## src/rtl/regfile_decode_if.sv

```systemverilog
// Decode-stage bus for regfile_decode: instruction fields, writeback ports and registered operands.
interface regfile_decode_if #(parameter int WIDTH = 64);
  logic [3:0]       icode, rA, rB;
  logic             stall;
  logic [3:0]       dstE, dstM;
  logic [WIDTH-1:0] valE, valM;
  logic             wb_en;
  logic [WIDTH-1:0] valA, valB;
  logic [3:0]       srcA, srcB;

  modport master (
    output icode, rA, rB, stall, dstE, dstM, valE, valM, wb_en,
    input  valA, valB, srcA, srcB
  );
  modport slave (
    input  icode, rA, rB, stall, dstE, dstM, valE, valM, wb_en,
    output valA, valB, srcA, srcB
  );
endinterface

```

## src/rtl/regfile_decode.sv

```systemverilog
// Register file with decode-stage operand selection and registered operand outputs.
// Optional macro REGFILE_BYPASS_EN forwards same-edge writeback data into valA/valB.
module regfile_decode #(
  parameter int WIDTH   = 64,
  parameter int NREG    = 15,
  parameter int RSP_IDX = 4
) (
  input logic         clk,
  input logic         rst_n,
  regfile_decode_if.slave rf
);
  localparam logic [3:0] NREG_L = 4'(NREG);
  localparam logic [3:0] RSP    = 4'(RSP_IDX);
  localparam logic [3:0] RNONE  = 4'hF;

  logic [WIDTH-1:0] regs [NREG];
  logic [3:0]       dec_a, dec_b;
  logic [WIDTH-1:0] rd_a, rd_b;

  always_comb begin
    dec_a = RNONE;
    dec_b = RNONE;
    case (rf.icode)
      4'd2, 4'd4, 4'd6, 4'd10: dec_a = rf.rA;
      4'd9, 4'd11:             dec_a = RSP;
      default:                 dec_a = RNONE;
    endcase
    case (rf.icode)
      4'd4, 4'd5, 4'd6:           dec_b = rf.rB;
      4'd8, 4'd9, 4'd10, 4'd11:   dec_b = RSP;
      default:                    dec_b = RNONE;
    endcase
  end

  // Indices at or above NREG (including 4'hF) read as zero.
  always_comb begin
    rd_a = '0;
    rd_b = '0;
    if (dec_a < NREG_L) rd_a = regs[dec_a];
    if (dec_b < NREG_L) rd_b = regs[dec_b];
`ifdef REGFILE_BYPASS_EN
    if (rf.wb_en && dec_a < NREG_L) begin
      if (dec_a == rf.dstM)      rd_a = rf.valM;
      else if (dec_a == rf.dstE) rd_a = rf.valE;
    end
    if (rf.wb_en && dec_b < NREG_L) begin
      if (dec_b == rf.dstM)      rd_b = rf.valM;
      else if (dec_b == rf.dstE) rd_b = rf.valE;
    end
`endif
  end

  // Port M wins when both writeback ports target the same register.
  always_ff @(posedge clk or negedge rst_n) begin
    if (!rst_n) begin
      for (int i = 0; i < NREG; i++) regs[i] <= '0;
    end else if (rf.wb_en) begin
      for (int i = 0; i < NREG; i++) begin
        if (rf.dstM == 4'(i))      regs[i] <= rf.valM;
        else if (rf.dstE == 4'(i)) regs[i] <= rf.valE;
      end
    end
  end

  always_ff @(posedge clk or negedge rst_n) begin
    if (!rst_n) begin
      rf.valA <= '0;
      rf.valB <= '0;
      rf.srcA <= RNONE;
      rf.srcB <= RNONE;
    end else if (!rf.stall) begin
      rf.valA <= rd_a;
      rf.valB <= rd_b;
      rf.srcA <= dec_a;
      rf.srcB <= dec_b;
    end
  end
endmodule

```

## src/flat_wrapper.sv

```systemverilog
// flat-port wrapper written by rule: the top's interface ports become plain ports
module regfile_decode_flat 
#(
  parameter int WIDTH   = 64,
  parameter int NREG    = 15,
  parameter int RSP_IDX = 4
)
  (clk, rst_n, rf_icode, rf_rA, rf_rB, rf_stall, rf_dstE, rf_dstM, rf_valE, rf_valM, rf_wb_en, rf_valA, rf_valB, rf_srcA, rf_srcB);
  regfile_decode_if #(.WIDTH(WIDTH)) rf_i ();
  input logic clk;
  input logic rst_n;
  input wire logic [$bits(rf_i.icode)-1:0] rf_icode;
  input wire logic [$bits(rf_i.rA)-1:0] rf_rA;
  input wire logic [$bits(rf_i.rB)-1:0] rf_rB;
  input wire logic [$bits(rf_i.stall)-1:0] rf_stall;
  input wire logic [$bits(rf_i.dstE)-1:0] rf_dstE;
  input wire logic [$bits(rf_i.dstM)-1:0] rf_dstM;
  input wire logic [$bits(rf_i.valE)-1:0] rf_valE;
  input wire logic [$bits(rf_i.valM)-1:0] rf_valM;
  input wire logic [$bits(rf_i.wb_en)-1:0] rf_wb_en;
  output wire logic [$bits(rf_i.valA)-1:0] rf_valA;
  output wire logic [$bits(rf_i.valB)-1:0] rf_valB;
  output wire logic [$bits(rf_i.srcA)-1:0] rf_srcA;
  output wire logic [$bits(rf_i.srcB)-1:0] rf_srcB;
  assign rf_i.icode = rf_icode;
  assign rf_i.rA = rf_rA;
  assign rf_i.rB = rf_rB;
  assign rf_i.stall = rf_stall;
  assign rf_i.dstE = rf_dstE;
  assign rf_i.dstM = rf_dstM;
  assign rf_i.valE = rf_valE;
  assign rf_i.valM = rf_valM;
  assign rf_i.wb_en = rf_wb_en;
  assign rf_valA = rf_i.valA;
  assign rf_valB = rf_i.valB;
  assign rf_srcA = rf_i.srcA;
  assign rf_srcB = rf_i.srcB;
  regfile_decode #(.WIDTH(WIDTH), .NREG(NREG), .RSP_IDX(RSP_IDX)) u_core (.clk(clk), .rst_n(rst_n), .rf(rf_i));
endmodule
```

## config.mk

```make
export PLATFORM = sky130hd
export DESIGN_NAME = regfile_decode_flat
export DESIGN_NICKNAME = d
export VERILOG_FILES = /design/src/rtl/regfile_decode_if.sv /design/src/rtl/regfile_decode.sv /design/src/flat_wrapper.sv
export SDC_FILE = /design/constraint.sdc
export NUM_CORES = 2
export LEC_CHECK = 0
export CORE_MARGIN = 8
export CORE_UTILIZATION = 60
export CTS_CLUSTER_DIAMETER = 100
export DETAILED_ROUTE_END_ITERATION = 10
export GPL_ROUTABILITY_DRIVEN = 0
export GPL_TIMING_DRIVEN = 0
export PLACE_DENSITY = 0.79
export SLEW_MARGIN = 20
export SYNTH_ARGS = -nofsm -noshare
export SYNTH_HDL_FRONTEND = slang
export SYNTH_SLANG_ARGS = --single-unit
```

## constraint.sdc

```tcl
create_clock -name clk -period 1.55 [get_ports clk]
set_input_delay 0.31 -clock clk [delete_from_list [all_inputs] [get_ports clk]]
set_output_delay 0.31 -clock clk [all_outputs]
set_load 0.1 [all_outputs]
```

==> results of run 1 <==
## cells by family after synthesis
group | count (synthesis)
compound gates | 2661
flops | 1096
buf+inv | 1021
mux | 1091
simple gates | 1999
## cells in the mapped netlist, drive strengths merged (2+ instances only)
| library cell | instances |
|---|---|
| nand2b | 11 |
| nor4 | 2 |
| nand3 | 322 |
| a211oi | 380 |
| a21oi | 66 |
| dfstp | 8 |
| o31ai | 130 |
| o32ai | 3 |
| mux2 | 3 |
| nand2 | 1362 |
| a211o | 3 |
| nor3 | 21 |
| a32oi | 127 |
| nor2 | 140 |
| o21ai | 1491 |
| o21a | 2 |
| o221ai | 2 |
| clkbuf | 664 |
| a31oi | 193 |
| or4 | 63 |
| nor2b | 5 |
| or2 | 7 |
| nand4 | 63 |
| o22ai | 64 |
| dfrtp | 1088 |
| mux2i | 1087 |
| inv | 68 |
| a221oi | 189 |
| buf | 289 |
## per-stage QoR
stage,worst slack (ns),cell area [um^2],cells
after CTS,-0.241,85500,10022
after detailed placement,-2.54,73000,9656
after global placement,-50.06,72600,9641
after floorplan,-0.477,67900,7868
## per-layer routing
metal / GRT usage [%] / overflow
met5: 46.1 / 1
met4: 67.1 / 30
met3: 64.8 / 5
met2: 85.1 / 13
met1: 71.6 / 0
## what timing repair did
item                                    CTS
setup endpoints to repair              1646
hold buffers                              2
gates resized for setup                2591
endpoints found under the hold margin   222
gates cloned                             55
setup buffers                           100
pin swaps                               294
==> reports/metrics.cfg, run 1 <==
[outcome]
status=stopped before the end
lastStage=global routing
error_line=[ERROR GRT-0232] Routing congestion too high. Check the congestion heatmap in the GUI.

[synthesis]
synth-edff-count=0
syn_inst=7868
synth_nets=8020
synth_xor_area_share_pct=0
synth_area_per_cell_um2=8.54
synth_top_family_by_area=compound AO/OA/AOI/OAI gates
ys_types=58
synthArstFlopShare_pct=100
synthFlopType=dfrtp_1
yosys.area_share.simple_pct=12.6
synth-seq-cells=1096
synthesis.area_um2=67200
synthAdderAreaFrac_pct=0
yosysTopAreaCell=dfrtp_1
synthTopCellsByArea=dfrtp_1, mux2i_1, o21ai_0, nand2_1, a211oi_1
yosys_warnings=0
ys_seq_area_share_pct=40.8
synth-compound-area-share_pct=24.1
muxShareOfSynthArea_pct=16.3
synth_top_cell_area_share_pct=40.5

[sta]
grt-worst-endpoint=u_core.rf.valB[37]$_DFFE_PN0N_/D
worst_endpoint_kind=sequential cell input

[grt]
grt_use_total_pct=72.6
grt_max_degree=144
grt_overflow=49

[placed_design]
io_buffers=285
hpwl_um=229000

[clock_network]
numCtsBuffers=116
cts.path.max_buffers=3
cts_max_level=3
cts.sinks=1096
cts-root-buf=clkbuf_16

[floorplan]
pin_count=288
start_util_pct=60.6
fp.dieH_um=351
rows=122
die_x_um=351

==> run 2, diff against run 1 <==
--- a/config.mk
+++ b/config.mk
@@ -6,12 +6,11 @@
 export NUM_CORES = 2
 export LEC_CHECK = 0
 export CORE_MARGIN = 8
-export CORE_UTILIZATION = 60
-export CTS_CLUSTER_DIAMETER = 100
+export CORE_UTILIZATION = 40
 export DETAILED_ROUTE_END_ITERATION = 10
 export GPL_ROUTABILITY_DRIVEN = 0
 export GPL_TIMING_DRIVEN = 0
-export PLACE_DENSITY = 0.79
+export PLACE_DENSITY_LB_ADDON = 0.15
 export SLEW_MARGIN = 20
 export SYNTH_ARGS = -nofsm -noshare
 export SYNTH_HDL_FRONTEND = slang
==> run 2 against run 1 <==
  * The flow now finishes, with violations (hold timing, setup timing)
  * Synthesized area unchanged
  * Synthesized cell count unchanged
==> reports/metrics.cfg, run 2 <==
[route]
drtAntennaViolNets=0
num_vias=73468
via_per_inst=6.76
detail_route.first_pass.iterations=11
post_drt_wl_per_cell_um=34.1
drtIter0Drc=11633
drc_errors=0
drt_wl_total_um=371000

[synthesis]
synthTopCellsByArea=dfrtp_1, mux2i_1, o21ai_0, nand2_1, a211oi_1
synth-edff-count=0  ; unchanged
yosysTopAreaCell=dfrtp_1
synthTopCellsByCount=o21ai_0, nand2_1, dfrtp_1
synthArstFlopShare_pct=100  ; unchanged
syn_inst=7868  ; unchanged
synth_nets=8020  ; unchanged
synth.most_common_cell=o21ai_0
ys_types=58  ; unchanged
yosys_warnings=0  ; unchanged
synth_top_cell_area_share_pct=40.5  ; unchanged
synth_area_per_cell_um2=8.54  ; unchanged
ys_seq_area_share_pct=40.8  ; unchanged
synthesis.area_um2=67200  ; unchanged
synth-seq-cells=1096  ; unchanged
synthFlopType=dfrtp_1

[final_layout]
top_regs=u_core.regs: 960 flops, u_core.rf.valA: 64 flops, u_core.rf.valB: 64 flops
fillers=14784
layout-drive-gt1-share_pct=23.7
registers.top_by_ff_count=u_core.regs
multi_input_area_um2=40700
fin_area_um2=92100
fin_cells=10875
seq_area_um2=27500
largest_register_ffs=960
mostFrequentLayoutCell=nand2_1
area_growth_pct=37.1
final_nets=8698
final_cell_mix=nand2_1, o21ai_0, mux2i_1, dfrtp_1, nand3_1

[floorplan]
fp.dieH_um=426  ; +21%
rows=150  ; +23%
core_region_area_um2=167000
die_x_um=426  ; +21%
dieArea_um2=181000
pin_count=288  ; unchanged
start_util_pct=40.2  ; -20 points

[grt]
grt_pass1_wl_um=513000
grt_overflow=0
grt_use_total_pct=38.4
grt_pass1_vias=71310
grt_max_degree=127
antenna_found_initial=35

[sta]
finalCriticalPeriod_ns=1.88
rsz0062_at_grt=true
clock_skew_ns=0.0283
slew_headroom_pct=33.4
drv_slew=0
whs_ns=-0.625
hold_viol_final=154
tightest_slew_ns=0.995
setup_violations=294
fin_crit_sh_pct=121
timing.fmax_mhz=532
fin_tns_setup_ns=-44.53
setup_slack_ns=-0.331

[clock_network]
insertion_delay_ns=0.82
clk_pin_slew_worst_paths_ns=0.06
cts-root-buf=clkbuf_16
cts.sinks=1096  ; unchanged
cts_max_level=4  ; +1
cts_tree=yes
numCtsBuffers=132  ; +14%
cts.path.max_buffers=3  ; unchanged

[critical_path]
start_kind=flop
cp_slowest_stage_delay_ns=0.52
end_kind=output port
cp.arrival_ns=1.57
worstSetupPathType=reg -> out
worstPathMaxFanout=2
cp_cell_sequence=buf_12
cpMaxStageDelayCell=dfrtp_2
critPathRequiredTime_ns=1.24
critPathTopFamily=flip-flops
crit_buf_inv=1

[placed_design]
postPlaceCellArea_um2=74100  ; +1.4%
io_buffers=285  ; unchanged
hpwl_um=261000  ; +14%
placed_cells=10377  ; +7.5%
dp_slack_ns=-2.82  ; -0.284 ns

[worst_hold_path]
min_path_type=in -> async

[outcome]
status=finished, violations left
violations=hold timing, setup timing

[flow_run]
maxCapViolations=0

[power_and_ir_drop]
power.leakage_nw=38.2
p_total_w=0.107
p_per_area_nw_per_um2=1160
peakVddDrop_v=0.000762

## run 2: cell counts after synthesis
Identical to the previous run, type by type.
## run 2: report_power, final
part | internal, W | leakage, nW | switching [W] | total [W]
registers | 0.0349 | 13.8 | 0.00629 | 0.0412
logic | 0.0128 | 22.2 | 0.0200 | 0.0327
clock network | 0.0190 | 2.15 | 0.0141 | 0.0331
## run 2: stage by stage
step	utilization, %	hold WS, ns
2_1_floorplan	-	0.0144
3_3_place_gp	44.0	0.465
3_5_place_dp	44.3	0.238
4_1_cts	52.1	-0.602
5_1_grt	55.1	-0.575
6_report	55.2	-0.625
## run 2: cells by family (layout without fill, tap and decap cells)
logic type      Yosys count  count (layout)  synth area share (%)
compound gates         2661            2661                  24.1
buf+inv                1021            1801                  6.22
flops                  1096            1096                  40.8
mux                    1091            1091                  16.3
other cells               0              23                     0
simple gates           1999            1999                  12.6
## run 2: final cells by class
cell class / count / area share (%)
Antenna cell: 23 / 0.0625
Buffer: 932 / 8.56
Clock buffer: 183 / 4.07
Clock inverter: 53 / 0.710
Inverter: 68 / 0.277
Multi-Input combinational cell: 5751 / 44.1
Sequential cell: 1096 / 29.8
Tap cell: 2204 / 2.99
Timing Repair Buffer: 565 / 9.38
## run 2: worst reg2reg max path: cells and delay by family, from the launching register on
family	cells	cell delay (ns)
compound gates	1	0.13
flops	1	0.41
mux	1	0.50
simple gates	2	0.39
## run 2: timing repair
item | CTS | global route
buffers inserted | 112 | 94
cloned | 44 | 22
resized for setup | 2517 | 1100
hold endpoints to repair | 173 | 154
setup endpoints to repair | 1533 | 1677
pin swaps | 216 | 193
## run 2: worst paths after layout
path,to,slack [ns],start,depth (start not counted)
setup reg to reg,u_core.rf.valB[62],-0.02,u_core.regs[894],4
setup / recovery,rf_valA[15],-0.33,u_core.rf.valA[15],1
hold / removal,u_core.rf.valB[9],-0.62,rst_n,1
min in group clk,u_core.rf.srcB[3],0.03,rf_icode[3],5
hold reg to reg,u_core.regs[62],0.49,u_core.regs[62],2
max in group asynchronous,u_core.regs[73],0.19,rst_n,3
## run 2: per-layer routing
layer	share of wire [%]	up-vias	GRT usage, %
met5	0.050	-	0
met4	9.2	16	28.6
met3	13	1582	12.9
met2	42	5637	55.8
met1	36	36070	47.2
li1	-	30163	-
(Power assumes the default switching activity.)
